## src/rtl/sig_dump_uart_tx_if.sv

```systemverilog
// Synchronous RAM read port used by sig_dump_uart_tx.
// The RAM returns mem_rdata exactly one cycle after mem_rd_en.
interface sig_dump_uart_tx_if;
   logic        mem_rd_en;
   logic [31:0] mem_addr;
   logic [31:0] mem_rdata;

   modport master (output mem_rd_en, output mem_addr, input mem_rdata);
   modport slave  (input mem_rd_en, input mem_addr, output mem_rdata);
endinterface

```

## src/rtl/sig_dump_uart_tx.sv

```systemverilog
// Walks RAM [begin_addr, end_addr) and streams each word as 8 lowercase hex digits plus a
// line terminator over 8N1 UART. Define SIG_DUMP_CRLF_EN to end each line with 0x0D 0x0A instead of 0x0A.
module sig_dump_uart_tx #(
   parameter int unsigned CLK_FREQ = 50000000,
   parameter int unsigned BAUD     = 115200
) (
   input  logic               clk,
   input  logic               rst,
   input  logic               start,
   input  logic [31:0]        begin_addr,
   input  logic [31:0]        end_addr,
   sig_dump_uart_tx_if.master mem,
   output logic               uart_tx,
   output logic               busy,
   output logic               done
);

   localparam int unsigned BIT_DIV = CLK_FREQ / BAUD;
   localparam int unsigned DIV_W   = $clog2(BIT_DIV);
   localparam logic [DIV_W-1:0] DIV_LAST = DIV_W'(BIT_DIV - 1);
`ifdef SIG_DUMP_CRLF_EN
   localparam logic [3:0] LAST_BYTE = 4'd9;
`else
   localparam logic [3:0] LAST_BYTE = 4'd8;
`endif

   typedef enum logic [2:0] {
      S_IDLE,
      S_FETCH,
      S_WAIT,
      S_SEND,
      S_FIN
   } state_t;

   state_t          state, state_n;
   logic [31:0]     cur, cur_n;
   logic [31:0]     end_q, end_n;
   logic [31:0]     word, word_n;
   logic [3:0]      byte_idx, byte_idx_n;
   logic [8:0]      frame, frame_n;
   logic [3:0]      bit_idx, bit_idx_n;
   logic [DIV_W-1:0] div_cnt, div_n;
   logic            tx_q, tx_n;
   logic            busy_q, busy_n;
   logic            done_q, done_n;
   logic            rd_en_q, rd_en_n;
   logic [31:0]     addr_q, addr_n;

   logic            load_go;
   logic [31:0]     load_src;
   logic [3:0]      load_idx;
   logic [31:0]     begin_al, end_al;
   logic [32:0]     cur_inc;

   function automatic logic [7:0] hex_ascii(input logic [3:0] n);
      return (n < 4'd10) ? (8'h30 + {4'h0, n}) : (8'h57 + {4'h0, n});
   endfunction

   function automatic logic [7:0] line_byte(input logic [3:0] idx, input logic [3:0] nib);
      if (idx < 4'd8) return hex_ascii(nib);
`ifdef SIG_DUMP_CRLF_EN
      if (idx == 4'd8) return 8'h0D;
`endif
      return 8'h0A;
   endfunction

   assign begin_al = begin_addr & ~32'h3;
   assign end_al   = end_addr & ~32'h3;
   assign cur_inc  = {1'b0, cur} + 33'd4;

   always_comb begin
      state_n    = state;
      cur_n      = cur;
      end_n      = end_q;
      word_n     = word;
      byte_idx_n = byte_idx;
      frame_n    = frame;
      bit_idx_n  = bit_idx;
      div_n      = div_cnt;
      tx_n       = tx_q;
      busy_n     = busy_q;
      done_n     = 1'b0;
      rd_en_n    = 1'b0;
      addr_n     = addr_q;
      load_go    = 1'b0;
      load_src   = word;
      load_idx   = byte_idx;

      case (state)
         S_IDLE: begin
            // done_q high means this is the completion cycle; a start there is dropped
            if (start && !done_q) begin
               cur_n  = begin_al;
               end_n  = end_al;
               busy_n = 1'b1;
               if (begin_al >= end_al) begin
                  state_n = S_FIN;
               end else begin
                  state_n = S_FETCH;
                  rd_en_n = 1'b1;
                  addr_n  = begin_al;
               end
            end
         end
         S_FETCH: state_n = S_WAIT;
         S_WAIT: begin
            load_go  = 1'b1;
            load_src = mem.mem_rdata;
            load_idx = 4'd0;
         end
         S_SEND: begin
            if (div_cnt == DIV_LAST) begin
               div_n = '0;
               if (bit_idx != 4'd9) begin
                  bit_idx_n = bit_idx + 4'd1;
                  tx_n      = frame[0];
                  frame_n   = {1'b1, frame[8:1]};
               end else if (byte_idx != LAST_BYTE) begin
                  load_go  = 1'b1;
                  load_idx = byte_idx + 4'd1;
               end else if (cur_inc[32] || (cur_inc[31:0] >= end_q)) begin
                  state_n = S_FIN;
               end else begin
                  cur_n   = cur_inc[31:0];
                  state_n = S_FETCH;
                  rd_en_n = 1'b1;
                  addr_n  = cur_inc[31:0];
               end
            end else begin
               div_n = div_cnt + DIV_W'(1);
            end
         end
         S_FIN: begin
            done_n  = 1'b1;
            busy_n  = 1'b0;
            state_n = S_IDLE;
         end
         default: state_n = S_IDLE;
      endcase

      // LOAD is folded into the cycle that ends WAIT or the previous stop bit,
      // so the next start bit follows with no idle gap.
      if (load_go) begin
         state_n    = S_SEND;
         byte_idx_n = load_idx;
         frame_n    = {1'b1, line_byte(load_idx, load_src[31:28])};
         word_n     = {load_src[27:0], 4'h0};
         bit_idx_n  = 4'd0;
         div_n      = '0;
         tx_n       = 1'b0;
      end
   end

   always_ff @(posedge clk) begin
      if (rst) begin
         state    <= S_IDLE;
         cur      <= '0;
         end_q    <= '0;
         word     <= '0;
         byte_idx <= '0;
         frame    <= '1;
         bit_idx  <= '0;
         div_cnt  <= '0;
         tx_q     <= 1'b1;
         busy_q   <= 1'b0;
         done_q   <= 1'b0;
         rd_en_q  <= 1'b0;
         addr_q   <= '0;
      end else begin
         state    <= state_n;
         cur      <= cur_n;
         end_q    <= end_n;
         word     <= word_n;
         byte_idx <= byte_idx_n;
         frame    <= frame_n;
         bit_idx  <= bit_idx_n;
         div_cnt  <= div_n;
         tx_q     <= tx_n;
         busy_q   <= busy_n;
         done_q   <= done_n;
         rd_en_q  <= rd_en_n;
         addr_q   <= addr_n;
      end
   end

   assign uart_tx       = tx_q;
   assign busy          = busy_q;
   assign done          = done_q;
   assign mem.mem_rd_en = rd_en_q;
   assign mem.mem_addr  = addr_q;

endmodule

```

## src/flat_wrapper.sv

```systemverilog
// flat-port wrapper written by rule: the top's interface ports become plain ports
module sig_dump_uart_tx_flat 
#(
   parameter int unsigned CLK_FREQ = 50000000,
   parameter int unsigned BAUD     = 115200
)
  (clk, rst, start, begin_addr, end_addr, uart_tx, busy, done, mem_mem_rd_en, mem_mem_addr, mem_mem_rdata);
  sig_dump_uart_tx_if mem_i ();
  input  logic clk;
  input  logic rst;
  input  logic start;
  input  logic [31:0] begin_addr;
  input  logic [31:0] end_addr;
  output logic uart_tx;
  output logic busy;
  output logic done;
  output wire logic [$bits(mem_i.mem_rd_en)-1:0] mem_mem_rd_en;
  output wire logic [$bits(mem_i.mem_addr)-1:0] mem_mem_addr;
  input wire logic [$bits(mem_i.mem_rdata)-1:0] mem_mem_rdata;
  assign mem_mem_rd_en = mem_i.mem_rd_en;
  assign mem_mem_addr = mem_i.mem_addr;
  assign mem_i.mem_rdata = mem_mem_rdata;
  sig_dump_uart_tx #(.CLK_FREQ(CLK_FREQ), .BAUD(BAUD)) u_core (.clk(clk), .rst(rst), .start(start), .begin_addr(begin_addr), .end_addr(end_addr), .mem(mem_i), .uart_tx(uart_tx), .busy(busy), .done(done));
endmodule
```

## config.mk

```make
export PLATFORM = sky130hd
export DESIGN_NAME = sig_dump_uart_tx_flat
export DESIGN_NICKNAME = d
export VERILOG_FILES = /design/src/rtl/sig_dump_uart_tx_if.sv /design/src/rtl/sig_dump_uart_tx.sv /design/src/flat_wrapper.sv
export SDC_FILE = /design/constraint.sdc
export NUM_CORES = 1
export LEC_CHECK = 0
export CAP_MARGIN = 10
export CELL_PAD_IN_SITES_DETAIL_PLACEMENT = 0
export CELL_PAD_IN_SITES_GLOBAL_PLACEMENT = 2
export CORE_ASPECT_RATIO = 1.4
export CORE_MARGIN = 3
export CORE_UTILIZATION = 32
export DETAILED_ROUTE_END_ITERATION = 10
export PLACE_DENSITY_LB_ADDON = 0.1
export SYNTH_ARGS = -nofsm -noshare
export SYNTH_HDL_FRONTEND = slang
export SYNTH_SLANG_ARGS = --single-unit
```

## constraint.sdc

```tcl
create_clock -name clk -period 5.2 [get_ports clk]
set_input_delay 0.52 -clock clk [delete_from_list [all_inputs] [get_ports clk]]
set_output_delay 0.52 -clock clk [all_outputs]
set_load 0.005 [all_outputs]
```

Word level (Yosys, flattened, before mapping)
Cells that the tools add are included.
Widths: inputs -> output; s select.
{"block": "totals", "reg_bits": 154, "out_inout_bits": 36}
{"block": "classes", "n_reduce_logical": 18, "bitwise": 1, "add_sub_neg": 6, "n_lt_le_gt_ge": 4, "eq_ne": 18, "n_mux": 50}
{"op": "$mux 32", "n": 8}
{"op": "$pmux 32 s2", "n": 2}
{"op": "$ge 32x32->1", "n": 2}
{"op": "$mux 8", "n": 7}
{"op": "$add 32x3->33 const B", "n": 1}
{"op": "$mux 3", "n": 6}
{"op": "$mux 1", "n": 17}
{"op": "$mux 4", "n": 3}
{"op": "$pmux 3 s4", "n": 1}
{"op": "$reduce_and 5->1", "n": 2}
{"op": "$reduce_bool 2->1", "n": 5}
{"op": "$add 9x1->9 const B", "n": 1}
{"op": "$eq 9x9->1 const B", "n": 1}
{"op": "$mux 9", "n": 1}
{"op": "$add 4x1->4 const B", "n": 2}
{"op": "$add 7x4->8 const A", "n": 1}
{"op": "$lt 4x4->1 const B", "n": 2}
{"op": "$ne 2x2->1 const B", "n": 4}
{"op": "$ne 4x4->1 const B", "n": 2}
{"op": "$pmux 4 s2", "n": 1}
{"op": "$add 6x4->7 const A", "n": 1}
{"op": "$reduce_and 7->1", "n": 1}
{"op": "$eq 3x2->1 const B", "n": 2}
{"op": "$ne 2x1->1 const B", "n": 3}
{"op": "15 further kinds", "n": 21}

Depth between registers and ports, before layout
Gate-level depths: netlist of the first run.
{"block": "depth", "word_depth": 10, "mapped_depth": 17, "ltp_nobuf": 14}

Least setup slack after synthesis of the first run
No wires, ideal clock.
{"block": "synth_timing", "path_kind": "register to register", "startpoint": "register u_core.cur[5]", "endpoint": "register u_core.cur[31]", "arrival_time_ns": 4.232, "path_slack_ns": 0.845, "stages_incl_launch_ff": 16, "n_path_buf": 2, "path_cell_list": "dfxtp_1 nand4_2 or4_1 clkbuf_2 or4_4 nand2b_4 xnor2_2 ha_1 nand4_1 nor4_1 a221oi_1 o21ai_0 a311oi_2 nor2_1 buf_2 mux2_1"}
{"block": "synth_via", "elab_chain_cells": 6, "word_cells_on_any_way": 10}
{"item": "start: declaration", "line_no": "sig_dump_uart_tx.sv:36", "rtl": "logic [31:0] cur, cur_n;"}
{"item": "start signal: assignment", "line_no": "sig_dump_uart_tx.sv:171", "rtl": "cur <= cur_n;"}
{"item": "$add 32x3->33 *", "line_no": "sig_dump_uart_tx.sv:69", "rtl": "assign cur_inc = {1'b0, cur} + 33'd4;"}
{"item": "parallel branches: the longest is 5 deep, another holds $ge 32x32->1"}
Every way passes the cells marked *. The select of a mux whose other input is x is not followed.
A chain may end at the register's enable or synchronous reset.

Worst setup path after layout of the first run
{"block": "layout_timing", "startpoint": "register u_core.cur[3]", "endpoint": "register u_core.rd_en_q, in the netlist u_core.mem.mem_rd_en"}
{"block": "layout_via", "elab_chain_cells": 8}
{"item": "$add 32x3->33 *", "line_no": "sig_dump_uart_tx.sv:69"}
{"item": "$ge 32x32->1", "line_no": "sig_dump_uart_tx.sv:121", "rtl": "end else if (cur_inc[32] || (cur_inc[31:0] >= end_q)) begin"}
{"item": "$logic_or 1x1->1 *", "line_no": "sig_dump_uart_tx.sv:121"}
{"item": "$mux 1 *", "line_no": "sig_dump_uart_tx.sv:121"}
{"item": "$mux 1 *", "line_no": "sig_dump_uart_tx.sv:118", "rtl": "end else if (byte_idx != LAST_BYTE) begin"}
{"item": "$mux 1 *", "line_no": "sig_dump_uart_tx.sv:114", "rtl": "if (bit_idx != 4'd9) begin"}
{"item": "$mux 1 *", "line_no": "sig_dump_uart_tx.sv:112", "rtl": "if (div_cnt == DIV_LAST) begin"}
{"item": "$pmux 1 s2 *", "line_no": "sig_dump_uart_tx.sv:89", "rtl": "case (state)"}
{"item": "end signal: assignment", "line_no": "sig_dump_uart_tx.sv:181", "rtl": "rd_en_q <= rd_en_n;"}
{"item": "end: declaration", "line_no": "sig_dump_uart_tx.sv:46", "rtl": "logic rd_en_q, rd_en_n;"}
Mark *: on every way between the ends. The rest lies on a longest branch, timed or not.

==> summary.md, run 1 <==
| Metric | Value |
|---|---|
| Rel. slew slack | `0.255` |
| Crit-path slowest cell | `or4_1` |
| Hold path depth | `2` |
| Final WS setup | `0.451 ns` |
| Detailed placement HPWL | `18900 um` |
| # setup viols final | `0` |
| Netlist Area Pre-Place | `0.00876 mm^2` |
| Final Cell Area | `0.0111 mm^2` |
| WL/cell | `16.6 um` |
| Die footprint | `approximately 0.03 mm^2` |
| Post-synthesis cell count | `1099` |
| Pwr Density | `445 mW/mm^2` |
| Antenna cells | `0` |
| Hold_sp | `u_core.word[13]$_SDFFE_PP0P_` |
| Max incr delay on CP | `0.66 ns` |
| Die height | `202 um` |
| Non-Filler Instances | `about 1600` |
| DRT Pass-1 Iters | `4` |
| First-pass GRT wire length | `43200 um` |
| Post-DRT Antenna Nets | `0` |
| Achievable Freq | `211 MHz` |
| Syn_nets | `1266` |
| Largest net degree at the start of global routing | `68` |
| Initial core utilization | `0.326` |
| Filler cells | `2846` |
| Clock transition at path regs | `roughly 0.070 ns` |
| Tmin final | `4.75 ns` |
| Required @ worst endpoint | `around 5.5 ns` |
| Grt ovf | `0` |
| Part of the Yosys area used for sequential elements | `0.352` |
| Leak Pwr | `4.55 nW` |
| Final worst path period share | `0.913` |
| Ys async rst share | `0` |
| Gr usage total | `0.181` |
| Total Wirelength | `26200 um` |
| Tightest Hold Check Type | `flop to flop` |
| R2R Setup Slk | `0.45 ns` |
| Critical path startpoint category | `flop` |
| Number of port buffers | `130` |
| Maximum vdd drop | `269 uV` |
| Placed cell areas | `~0.010 mm^2` |
| Reg2reg start | `u_core.cur[3]$_SDFFE_PP0P_` |
| Vias in the first global route | `8151` |
| Clock skew | `0.00872 ns` |
| Final design utilization | `0.412` |
| Ratio of cells with drive above 1 in the final layout | `0.0748` |
| Worst Path Buf+Inv | `1` |
| Hold Violations, Final | `0` |
| Post-synth top flop | `dfxtp_1` |
| Netlist cell types | `66` |
| Critical Path, Cell by Cell | `ha_1 > nand4_1 > or4_1 > nor3_2 > and3_1 > xor2_1 > ha_1 > nand4_1 > nor4_1 > a221oi_1 > o21ai_0 > a311oi_2 > o21ai_4 > buf_12 > a2111oi_2` |
| Starting DRT DRC Count | `about 340` |
| Post-synth EDFFs | `0` |
| Critical Path AT | `between 5 and 6 ns` |
| Most frequent cells in the layout | `nand2_1 (191), dfxtp_1 (154), clkdlybuf4s50_1 (129)` |
| Number of synthesized register bits | `154` |
| Max Cap Viol | `0` |
| Num ports | `135` |
| Clk_lat worst skew | `0.44 ns` |
| Gp weighted congestion | `0.774` |
| Critical path peak fanout | `24` |
| CTS tree | `yes` |
| Fin. max-slew vios | `0` |
| Area Growth Syn to Fin | `26.6%` |
| RSZ-0062 raised after global routing | `no` |
| # H-tree levels | `4` |
| DRC Markers | `0` |
| Root Buffer | `clkbuf_16` |
| Crit Path Class | `flop to flop` |
| Setup Buffers After CTS | `0` |
| TritonCTS buffer count | `17` |
| Post-synthesis area per instance | `7.97 um^2` |
| Initial antenna violation count | `0` |
| Setup TNS | `0 ns` |
| Row count | `71` |
| CP delay by family, top | `simple AND/OR/NAND/NOR gates` |
| Hold Slack | `0.453 ns` |
| Die W | `146 um` |
| R2R cell count | `15` |
| Sink Count | `around 150` |
| Area of the core | `0.0269 mm^2` |
| Overall Power | `4.94 mW` |
| Worst slew pin tran | `1.12 ns` |
| Vias per inst | `4.92` |
| Via count | `7780` |
| Nets | `1370` |
| Status | `completed` |
| Crit. End Element | `flop` |
| Hold endpoint | `u_core.word[13]$_SDFFE_PP0P_` |
| Commonest non-fill, non-tap cell in the layout | `nand2_1` |
| Dpl cells | `approximately 1500` |
| Setup WS pre-CTS | `0.455 ns` |
| Reg-to-Reg End | `u_core.mem.mem_rd_en$_SDFF_PP0_` |
| Yosys warns | `0` |
| Clock buffer depth | `2` |
cell usage after synthesis (3+ instances only):
master      n  area share
xnor2_1    19       0.019
nand2_1   191       0.082
nand4_1    22       0.016
o21ai_0    42       0.024
mux2_1      9       0.012
o41ai_1     6      0.0060
nand3b_1    4      0.0034
buf_2       8      0.0046
o32ai_1     3      0.0030
ha_1       68       0.097
nor3_1     17      0.0097
nand2b_1   12      0.0086
nand3_1    35       0.020
a21oi_1   113       0.065
and3_1     14       0.010
dfxtp_1   154        0.35
o211ai_1    4      0.0034
clkbuf_1   52       0.022
a311oi_1    3      0.0030
nor2b_1    23       0.016
mux2i_1    24       0.027
nor2_1     57       0.024
inv_1      80       0.034
mux2_2     13       0.017
xor2_1     18       0.018
nor4_1      3      0.0021
or4_1       4      0.0034
a21o_1      9      0.0077
a22oi_1    24       0.021
o21ai_1     4      0.0023
and4_1      3      0.0030
or2_2       5      0.0036
o211a_1     7      0.0080
a211oi_1    7      0.0060
repair_timing:
item / in CTS / in global routing
hold buffers: 0 / 0
resized for setup: 0 / 1
endpoints found under the setup margin: 0 / 8
final cells by class:
| type | instances | area [um^2] | area share |
|---|---|---|---|
| Multi-Input combinational cell | 802 | 5160 | 0.465 |
| Tap cell | 365 | 457 | 0.0412 |
| Sequential cell | 154 | 3080 | 0.278 |
| Clock inverter | 12 | 195 | 0.0176 |
| Clock buffer | 20 | 457 | 0.0412 |
| Timing Repair Buffer | 148 | 1450 | 0.130 |
| Inverter | 80 | 300 | 0.0271 |
report_power, final:
part           total [mW]  internal, mW  switching [mW]
combinational        1.88         0.834            1.04
sequential           1.66          1.45           0.214
clock                1.40         0.874           0.522
sequential cells by signal, summed over array words and instances, names as in the netlist:
register / cells
u_core.state: 3
u_core.word: 28
u_core.uart_tx: 1
u_core.done: 1
u_core.bit_idx: 4
u_core.mem.mem_addr: 32
u_core.byte_idx: 4
u_core.frame: 8
u_core.busy: 1
u_core.end_q: 30
u_core.div_cnt: 9
u_core.cur: 32
u_core.mem.mem_rd_en: 1
kinds of logic (layout without fill, tap and decap cells):
family / after synthesis / count (layout) / share of synthesized area
simple gates: 403 / 403 / 0.216
compound gates: 245 / 245 / 0.174
flops: 154 / 154 / 0.352
buf+inv: 143 / 260 / 0.0625
fa+ha+maj: 68 / 68 / 0.0971
mux: 46 / 46 / 0.0557
xor+xnor: 40 / 40 / 0.0426
how the worst max path moves through the flow:
stage,startpoint,to,slack [ns],depth (start not counted)
5_1_grt,u_core.cur[3]$_SDFFE_PP0P_,u_core.mem.mem_rd_en$_SDFF_PP0_,0.04,15
6_report,u_core.cur[3]$_SDFFE_PP0P_,u_core.mem.mem_rd_en$_SDFF_PP0_,0.45,15
3_5_place_dp,u_core.cur[3]$_SDFFE_PP0P_,u_core.cur[2]$_SDFFE_PP0P_,0.46,15
3_3_place_gp,u_core.cur[3]$_SDFFE_PP0P_,u_core.cur[2]$_SDFFE_PP0P_,0.47,15
2_1_floorplan,u_core.cur[5]$_SDFFE_PP0P_,u_core.cur[31]$_SDFFE_PP0P_,0.84,15
4_1_cts,u_core.cur[3]$_SDFFE_PP0P_,u_core.cur[2]$_SDFFE_PP0P_,0.43,15
worst reg2reg max path: stages, from the launching register on:
cell and delay [ns]:
dfxtp_1 0.45, ha_1 0.23, nand4_1 0.22, or4_1 0.67, nor3_2 0.46, and3_1 0.26, xor2_1 0.22, ha_1 0.27
nand4_1 0.13, nor4_1 0.08, a221oi_1 0.26, o21ai_0 0.26, a311oi_2 0.49, o21ai_4 0.12, buf_12 0.20, a2111oi_2 0.34
routing by layer:
| metal | vias up | global-route usage | share of wire |
|---|---|---|---|
| met5 | - | 0 | 0 |
| met4 | 0 | 0.0526 | 0.017 |
| met3 | 22 | 0.0332 | 0.033 |
| met2 | 125 | 0.332 | 0.51 |
| met1 | 3625 | 0.215 | 0.44 |
| li1 | 4008 | - | - |
Note: power is estimated with default switching activity, not from simulation.
==> inputs of run 2 (changes only) <==
--- a/config.mk
+++ b/config.mk
@@ -5,12 +5,13 @@
 export SDC_FILE = /design/constraint.sdc
 export NUM_CORES = 1
 export LEC_CHECK = 0
+export ABC_AREA = 1
 export CAP_MARGIN = 10
 export CELL_PAD_IN_SITES_DETAIL_PLACEMENT = 0
 export CELL_PAD_IN_SITES_GLOBAL_PLACEMENT = 2
 export CORE_ASPECT_RATIO = 1.4
 export CORE_MARGIN = 3
-export CORE_UTILIZATION = 32
+export CORE_UTILIZATION = 30
 export DETAILED_ROUTE_END_ITERATION = 10
 export PLACE_DENSITY_LB_ADDON = 0.1
 export SYNTH_ARGS = -nofsm -noshare
==> summary.md, run 2 <==
| Metric | Value |
|---|---|
| Area leader, netlist | `dfxtp_1 (unchanged)` |
| Critical path startpoint category | `flop (unchanged)` |
| Status | `completed (unchanged)` |
| Starting DRT DRC Count | `368 (was 336)` |
| Final worst path period share | `0.777 (was 0.913)` |
| Setup TNS | `0 ns (unchanged)` |
| Initial antenna violation count | `0 (unchanged)` |
| CTS tree | `yes (unchanged)` |
| Achievable Freq | `248 MHz (was 211 MHz)` |
| # setup viols final | `0 (unchanged)` |
| Netlist Area Pre-Place | `0.00905 mm^2 (was 0.00876 mm^2)` |
| Die height | `212 um (was 202 um)` |
| Num ports | `135 (unchanged)` |
| Syn_nets | `1511 (was 1266)` |
| Leak Pwr | `5.03 nW (was 4.55 nW)` |
| Vias per inst | `4.57 (was 4.92)` |
| Number of port buffers | `130 (unchanged)` |
| Largest net degree at the start of global routing | `63 (was 68)` |
| Clk_lat worst skew | `0.44 ns (about the same)` |
| Reg2reg start | `u_core.cur[7]$_SDFFE_PP0P_ (was u_core.cur[3]$_SDFFE_PP0P_)` |
| Hold Violations, Final | `0 (unchanged)` |
| Hold_sp | `u_core.word[9]$_SDFFE_PP0P_ (was u_core.word[13]$_SDFFE_PP0P_)` |
| Critical path destination | `u_core.mem.mem_addr[27]$_SDFFE_PP0P_ (was u_core.mem.mem_rd_en$_SDFF_PP0_)` |
| Gp weighted congestion | `0.833 (was 0.774)` |
| Root Buffer | `clkbuf_16 (unchanged)` |
| Row count | `74 (was 71)` |
| Final design utilization | `0.382 (was 0.412)` |
| Clock buffer depth | `2 (unchanged)` |
| Area Growth Syn to Fin | `24.3% (was 26.6%)` |
| Post-synth top flop | `dfxtp_1 (unchanged)` |
| Clock skew | `0.0136 ns (was 0.00872 ns)` |
| First-pass GRT wire length | `45300 um (was 43200 um)` |
| Synth top area share | `0.341 (was 0.352)` |
| R2R Setup Slk | `1.16 ns (was 0.45 ns)` |
| RSZ-0062 raised after global routing | `no (unchanged)` |
| TritonCTS buffer count | `17 (unchanged)` |
| Post-synthesis cell count | `1344 (was 1099)` |
| Pwr Density | `470 mW/mm^2 (was 445 mW/mm^2)` |
| Gr usage total | `0.175 (was 0.181)` |
| Vias in the first global route | `8457 (was 8151)` |
| Nets | `1618 (was 1370)` |
| R2R cell count | `17 (was 15)` |
| Ratio of cells with drive above 1 in the final layout | `0.0464 (was 0.0748)` |
| Critical Path Start | `u_core.cur[7]$_SDFFE_PP0P_ (was u_core.cur[3]$_SDFFE_PP0P_)` |
| # H-tree levels | `4 (unchanged)` |
| Required @ worst endpoint | `5.52 ns (was 5.53 ns)` |
| Detailed placement HPWL | `21000 um (was 18900 um)` |
| Grt ovf | `0 (unchanged)` |
| WL/cell | `15.2 um (was 16.6 um)` |
| Number of synthesized register bits | `154 (unchanged)` |
| Area of the core | `0.0294 mm^2 (was 0.0269 mm^2)` |
| Sink Count | `154 (unchanged)` |
| Reg-to-Reg End | `u_core.mem.mem_addr[27]$_SDFFE_PP0P_ (was u_core.mem.mem_rd_en$_SDFF_PP0_)` |
| Critical Path AT | `4.36 ns (was 5.08 ns)` |
| Top-count cell post-synth | `nand2_1 (unchanged)` |
| Critical path peak fanout | `34 (was 24)` |
| Ys async rst share | `0 (unchanged)` |
| Antenna cells | `0 (unchanged)` |
| Die footprint | `0.0323 mm^2 (was 0.0294 mm^2)` |
| Post-synth EDFFs | `0 (unchanged)` |
| Commonest non-fill, non-tap cell in the layout | `nand2_1 (unchanged)` |
| Hold_buf cts | `0 (unchanged)` |
| Non-Filler Instances | `1844 (was 1581)` |
| Yosys warns | `0 (unchanged)` |
| DRC Markers | `0 (unchanged)` |
| Most frequent cells after synthesis | `nand2_1 (345), nor2_1 (182), inv_1 (156), dfxtp_1 (154), a21oi_1 (88) (was nand2_1 (191), dfxtp_1 (154), a21oi_1 (113), inv_1 (80), ha_1 (68))` |
| Number of gates resized after cts | `0 (unchanged)` |
| Tightest Hold Check Type | `flop to flop (unchanged)` |
| Overall Power | `5.29 mW (was 4.94 mW)` |
| Hold Slack | `0.459 ns (was 0.453 ns)` |
| Setup Buffers After CTS | `0 (unchanged)` |
| Most frequent cells in the layout | `nand2_1 (345), nor2_1 (182), inv_1 (155) (was nand2_1 (191), dfxtp_1 (154), clkdlybuf4s50_1 (129))` |
| Worst slew pin tran | `0.971 ns (was 1.12 ns)` |
| Max Cap Viol | `0 (unchanged)` |
| Top post-synthesis cells by area | `dfxtp_1 (34%), nand2_1 (14%), ha_1 (9.4%) (was dfxtp_1 (35%), ha_1 (9.7%), nand2_1 (8.2%))` |
| DRT Pass-1 Iters | `4 (unchanged)` |
| Maximum vdd drop | `274 uV (was 269 uV)` |
| Total Wirelength | `28000 um (was 26200 um)` |
| Die W | `153 um (was 146 um)` |
| Tmin final | `4.04 ns (was 4.75 ns)` |
| Initial core utilization | `0.307 (was 0.326)` |
| Clock transition at path regs | `0.07 ns (about the same)` |
| Post-DRT Antenna Nets | `0 (unchanged)` |
| Post-synthesis area per instance | `6.73 um^2 (was 7.97 um^2)` |
| Via count | `8435 (was 7780)` |
| Crit Path Class | `flop to flop (unchanged)` |
| Rel. slew slack | `0.352 (was 0.255)` |
| Fin. max-slew vios | `0 (unchanged)` |
| Netlist cell types | `50 (was 66)` |
| Crit. End Element | `flop (unchanged)` |
| Part of the Yosys area used for sequential elements | `0.341 (was 0.352)` |
| Dpl cells | `1812 (was 1549)` |
run 2: cell types whose count changed in the layout (fill, tap and decap cells not counted), sizes merged, moves of 14 or more:
cell / delta
a22oi: -14
nor2: +128
inv: +95
nand2b: -14
o21ai: +25
nand3b: +14
a21oi: -26
nand2: +157
nand3: +33
mux2i: -19
xnor2: -17
nor2b: -23
mux2: -22
run 2: power breakdown:
group	total [mW]	internal [mW]	switching, mW
sequential	1.73	1.51	0.226
clock	1.28	0.690	0.591
combinational	2.27	0.879	1.40
run 2: cells by family after synthesis:
kind of cell / synth area share
xor gates and xnor gates: 0.0184
AOI/OAI and AO/OA: 0.127
adders and majority gates: 0.0940
DFF: 0.341
buffers and inverters: 0.0972
muxes: 0.00553
and+or+nand+nor: 0.317
run 2: cell type report:
type | count | area, um^2
fillers | 3230 | 18200
clock buffers | 17 | 425
inverters | 166 | 631
repair buffers | 140 | 1380
well taps | 380 | 475
multi-input cells | 972 | 5090
clock inverters | 15 | 169
flip-flops and latches | 154 | 3080
run 2: through the flow:
stage | worst slack (ns) | cell area, um^2
2_1_floorplan | 2.34 | 9050
3_3_place_gp | 1.16 | 10700
3_5_place_dp | 1.13 | 10700
4_1_cts | 1.10 | 11200
5_1_grt | 0.673 | 11200
6_report | 1.16 | 11200
run 2: critical path, cell delays in order, from the launching register on:
cell	delay [ns]
dfxtp_1	0.48
nand2_1	0.08
nor2_1	0.25
nand3_1	0.20
nor2_1	0.33
nand2_1	0.18
xor2_1	0.18
ha_1	0.31
a21oi_1	0.15
o21ai_0	0.11
nand2_1	0.08
nand2_1	0.08
nor2_1	0.30
nand4_4	0.37
nand2_4	0.45
inv_4	0.16
nor2_1	0.15
nor2_1	0.06
run 2: worst min path at each step:
| stage | end | slack (ns) | cells past startpoint |
|---|---|---|---|
| finish | u_core.word[9]$_SDFFE_PP0P_ | 0.46 | 2 |
| floorplan | u_core.word[11]$_SDFFE_PP0P_ | 0.43 | 2 |
| CTS | u_core.word[9]$_SDFFE_PP0P_ | 0.46 | 2 |
| global placement | u_core.frame[7]$_SDFFE_PP1P_ | 0.44 | 2 |
| global route | u_core.word[4]$_SDFFE_PP0P_ | 0.49 | 1 |
| detailed placement | u_core.word[9]$_SDFFE_PP0P_ | 0.45 | 2 |
run 2: per-layer routing:
layer / global-route usage / wire, um
met5: 0 / 0
met4: 0.0470 / 456
met3: 0.0405 / 1340
met2: 0.302 / 13500
met1: 0.220 / 12700
==> inputs of run 3 (changes only) <==
--- a/config.mk
+++ b/config.mk
@@ -11,7 +11,7 @@
 export CELL_PAD_IN_SITES_GLOBAL_PLACEMENT = 2
 export CORE_ASPECT_RATIO = 1.4
 export CORE_MARGIN = 3
-export CORE_UTILIZATION = 30
+export CORE_UTILIZATION = 27
 export DETAILED_ROUTE_END_ITERATION = 10
 export PLACE_DENSITY_LB_ADDON = 0.1
 export SYNTH_ARGS = -nofsm -noshare
==> constraint.sdc (replaced) <==
create_clock -name clk -period 3.7 [get_ports clk]
set_input_delay 0.37 -clock clk [delete_from_list [all_inputs] [get_ports clk]]
set_output_delay 0.37 -clock clk [all_outputs]
set_load 0.005 [all_outputs]
==> summary.md, run 3 (same netlist as run 2, synthesis figures left out) <==
| Metric | Value |
|---|---|
| Leak Pwr | `5.18 nW (was 5.03 nW)` |
| Post-DRT Antenna Nets | `0 (unchanged)` |
| Antenna cells | `0 (unchanged)` |
| Multi-input gate area | `0.00510 mm^2 (was 0.00509 mm^2)` |
| GR Util met1 | `0.203 (was 0.220)` |
| Clk_lat worst skew | `0.44 ns (about the same)` |
| Crit-path slowest cell | `dfxtp_2 (was dfxtp_1)` |
| Final worst path period share | `0.911 (was 0.777)` |
| Commonest non-fill, non-tap cell in the layout | `nand2_1 (unchanged)` |
| Nets | `1646 (was 1618)` |
| Crit. End Element | `flop (unchanged)` |
| Root Buffer | `clkbuf_16 (unchanged)` |
| CTS tree | `yes (unchanged)` |
| DRT Pass-1 Iters | `4 (unchanged)` |
| Sequential share of power | `0.317 (was 0.328)` |
| WL/cell | `15.2 um (about the same)` |
| Vias per inst | `4.44 (was 4.57)` |
| # setup viols final | `0 (unchanged)` |
| Row count | `78 (was 74)` |
| Grt ovf | `0 (unchanged)` |
| Comb power frac | `0.438 (was 0.430)` |
| # H-tree levels | `4 (unchanged)` |
| Gr usage total | `0.167 (was 0.175)` |
| Critical Path, Cell by Cell | `ha_1 > nand3_1 > inv_1 > nand2_2 > nor2_4 > nand2_2 > clkinv_4 > nand4_1 > and2_1 > ha_1 > nand2_1 > nor2_1 > nand4_1 > nor2_2 > nand2_1 > buf_4 > nand4_4 > nand2_4 > buf_12 > and2_1 > nor2_1 (was nand2_1 > nor2_1 > nand3_1 > nor2_1 > nand2_1 > xor2_1 > ha_1 > a21oi_1 > o21ai_0 > nand2_1 > nand2_1 > nor2_1 > nand4_4 > nand2_4 > inv_4 > nor2_1 > nor2_1)` |
| Status | `completed (unchanged)` |
| Rel. slew slack | `0.444 (was 0.352)` |
| FF+latch area | `0.00308 mm^2 (about the same)` |
| Psw | `3.13 mW (was 2.21 mW)` |
| Initial core utilization | `0.277 (was 0.307)` |
| Setup Buffers After CTS | `0 (unchanged)` |
| Grt met2 use | `0.296 (was 0.302)` |
| Starting DRT DRC Count | `328 (was 368)` |
| TritonCTS buffer count | `17 (unchanged)` |
| First-pass GRT wire length | `46900 um (was 45300 um)` |
| Crit Path Class | `flop to flop (unchanged)` |
| Fin. max-slew vios | `0 (unchanged)` |
| Required @ worst endpoint | `4.08 ns (was 5.52 ns)` |
| Critical Path AT | `3.75 ns (was 4.36 ns)` |
| Via count | `8571 (was 8435)` |
| DRC Markers | `0 (unchanged)` |
| Clock buffer depth | `2 (unchanged)` |
| Maximum vdd drop | `366 uV (was 274 uV)` |
| Ratio of cells with drive above 1 in the final layout | `0.0690 (was 0.0464)` |
| Switching power share of the total | `0.409 (was 0.418)` |
| Tmin final | `3.37 ns (was 4.04 ns)` |
| Sink Count | `154 (unchanged)` |
| Critical path startpoint category | `flop (unchanged)` |
| Clock transition at path regs | `0.07 ns (about the same)` |
| Die W | `161 um (was 153 um)` |
| Vias in the first global route | `8537 (was 8457)` |
| Total Wirelength | `29400 um (was 28000 um)` |
| Hold Violations, Final | `0 (unchanged)` |
| Layer with the highest usage | `met2 (unchanged)` |
| Gp weighted congestion | `0.792 (was 0.833)` |
| Area Growth Syn to Fin | `28.4% (was 24.3%)` |
| Largest net degree at the start of global routing | `65 (was 63)` |
| Hold Slack | `0.461 ns (was 0.459 ns)` |
| Setup TNS | `0 ns (unchanged)` |
| RSZ-0062 raised after global routing | `no (unchanged)` |
| Initial antenna violation count | `0 (unchanged)` |
| R2R cell count | `21 (was 17)` |
| Hold path depth | `2 (unchanged)` |
| Filler cells | `3552 (was 3230)` |
| Area of the core | `0.0327 mm^2 (was 0.0294 mm^2)` |
| Number of port buffers | `130 (unchanged)` |
| WP depth | `21 (was 17)` |
| Critical path peak fanout | `19 (was 34)` |
| Detailed placement HPWL | `22300 um (was 21000 um)` |
| CP delay by family, top | `simple AND/OR/NAND/NOR gates (unchanged)` |
| Pwr Density | `660 mW/mm^2 (was 470 mW/mm^2)` |
| Clk network pwr share | `0.245 (was 0.242)` |
| Most frequent cells in the layout | `nand2_1 (345), nor2_1 (178), inv_1 (155) (was nand2_1 (345), nor2_1 (182), inv_1 (155))` |
| Die footprint | `0.0358 mm^2 (was 0.0323 mm^2)` |
| Die height | `223 um (was 212 um)` |
| Cell internal pwr | `4.53 mW (was 3.08 mW)` |
| Worst slew pin tran | `0.832 ns (was 0.971 ns)` |
| Worst Path Buf+Inv | `4 (was 1)` |
| Max Cap Viol | `0 (unchanged)` |
| Met3 Track Usage GR | `0.0423 (was 0.0405)` |
| Num ports | `135 (unchanged)` |
| Achievable Freq | `297 MHz (was 248 MHz)` |
| Clock skew | `0.0110 ns (was 0.0136 ns)` |
| Tightest Hold Check Type | `flop to flop (unchanged)` |
| Max incr delay on CP | `0.37 ns (was 0.48 ns)` |
==> run 3: cell count changes in the layout (fill, tap and decap cells not counted), moves of 4 or more <==
| cell | change |
|---|---|
| buf_12 | +4 |
| buf_4 | +24 |
| clkinvlp_4 | +4 |
| inv_8 | -5 |
| nor2_1 | -4 |
| nor2_2 | +4 |
==> run 3: cell type report <==
cell class / instances / area share
Timing Repair Buffer: 168 / 0.141
Clock inverter: 15 / 0.0164
Clock buffer: 17 / 0.0366
Inverter: 166 / 0.0543
Sequential cell: 154 / 0.265
Tap cell: 440 / 0.0474
Multi-Input combinational cell: 972 / 0.439
==> run 3: repair_timing <==
action,CTS,global route
endpoints found under the hold margin,0,0
setup endpoints to repair,0,36
resized for setup,0,7
hold buffers,0,0
==> run 3: worst register-to-register path, cell delays in order, from the launching register on <==
cell	delay (ns)
dfxtp_2	0.37
ha_1	0.19
nand3_1	0.15
inv_1	0.12
nand2_2	0.08
nor2_4	0.12
nand2_2	0.11
clkinv_4	0.11
nand4_1	0.08
and2_1	0.18
ha_1	0.27
nand2_1	0.05
nor2_1	0.14
nand4_1	0.25
nor2_2	0.21
nand2_1	0.11
buf_4	0.16
nand4_4	0.07
nand2_4	0.11
buf_12	0.18
and2_1	0.14
nor2_1	0.10
==> run 3: routing by layer <==
metal,routed length [um],share of wire
met1,12900,0.44
met2,14800,0.50
met3,1410,0.048
met4,283,0.0096
met5,0,0
==> run 3: worst paths after layout <==
| path | from | slack, ns | endpoint |
|---|---|---|---|
| worst max-delay path | u_core.cur[2]$_SDFFE_PP0P_ | 0.33 | u_core.mem.mem_addr[11]$_SDFFE_PP0P_ |
| worst min register to register | u_core.uart_tx$_SDFFE_PP1P_ | 0.46 | u_core.uart_tx$_SDFFE_PP1P_ |
| worst max register to register | u_core.cur[2]$_SDFFE_PP0P_ | 0.33 | u_core.mem.mem_addr[11]$_SDFFE_PP0P_ |
| worst min-delay path | u_core.uart_tx$_SDFFE_PP1P_ | 0.46 | u_core.uart_tx$_SDFFE_PP1P_ |
==> run 3: power groups by stage <==
| stage | sequential (mW) | combinational (mW) | clock [mW] |
|---|---|---|---|
| 3_5_place_dp | 2.47 | 3.41 | 0 |
| 6_report | 2.43 | 3.36 | 1.88 |
| 4_1_cts | 2.44 | 3.44 | 1.94 |
| 2_1_floorplan | 2.38 | 2.32 | 0 |
| 5_1_grt | 2.49 | 3.90 | 2.01 |
| 3_3_place_gp | 2.47 | 3.39 | 0 |
==> run 3: stage by stage <==
step	cells	area, um^2	power (mW)	utilization	setup WS (ns)
after detailed placement	1900	11000	5.88	0.336	0.194
after global routing	1932	11600	8.40	0.355	0.0189
after CTS	1932	11600	7.81	0.355	0.174
after global placement	1900	11000	5.86	0.336	0.241
after floorplan	1344	9050	4.70	-	0.840
final	1932	11600	7.67	0.355	0.329
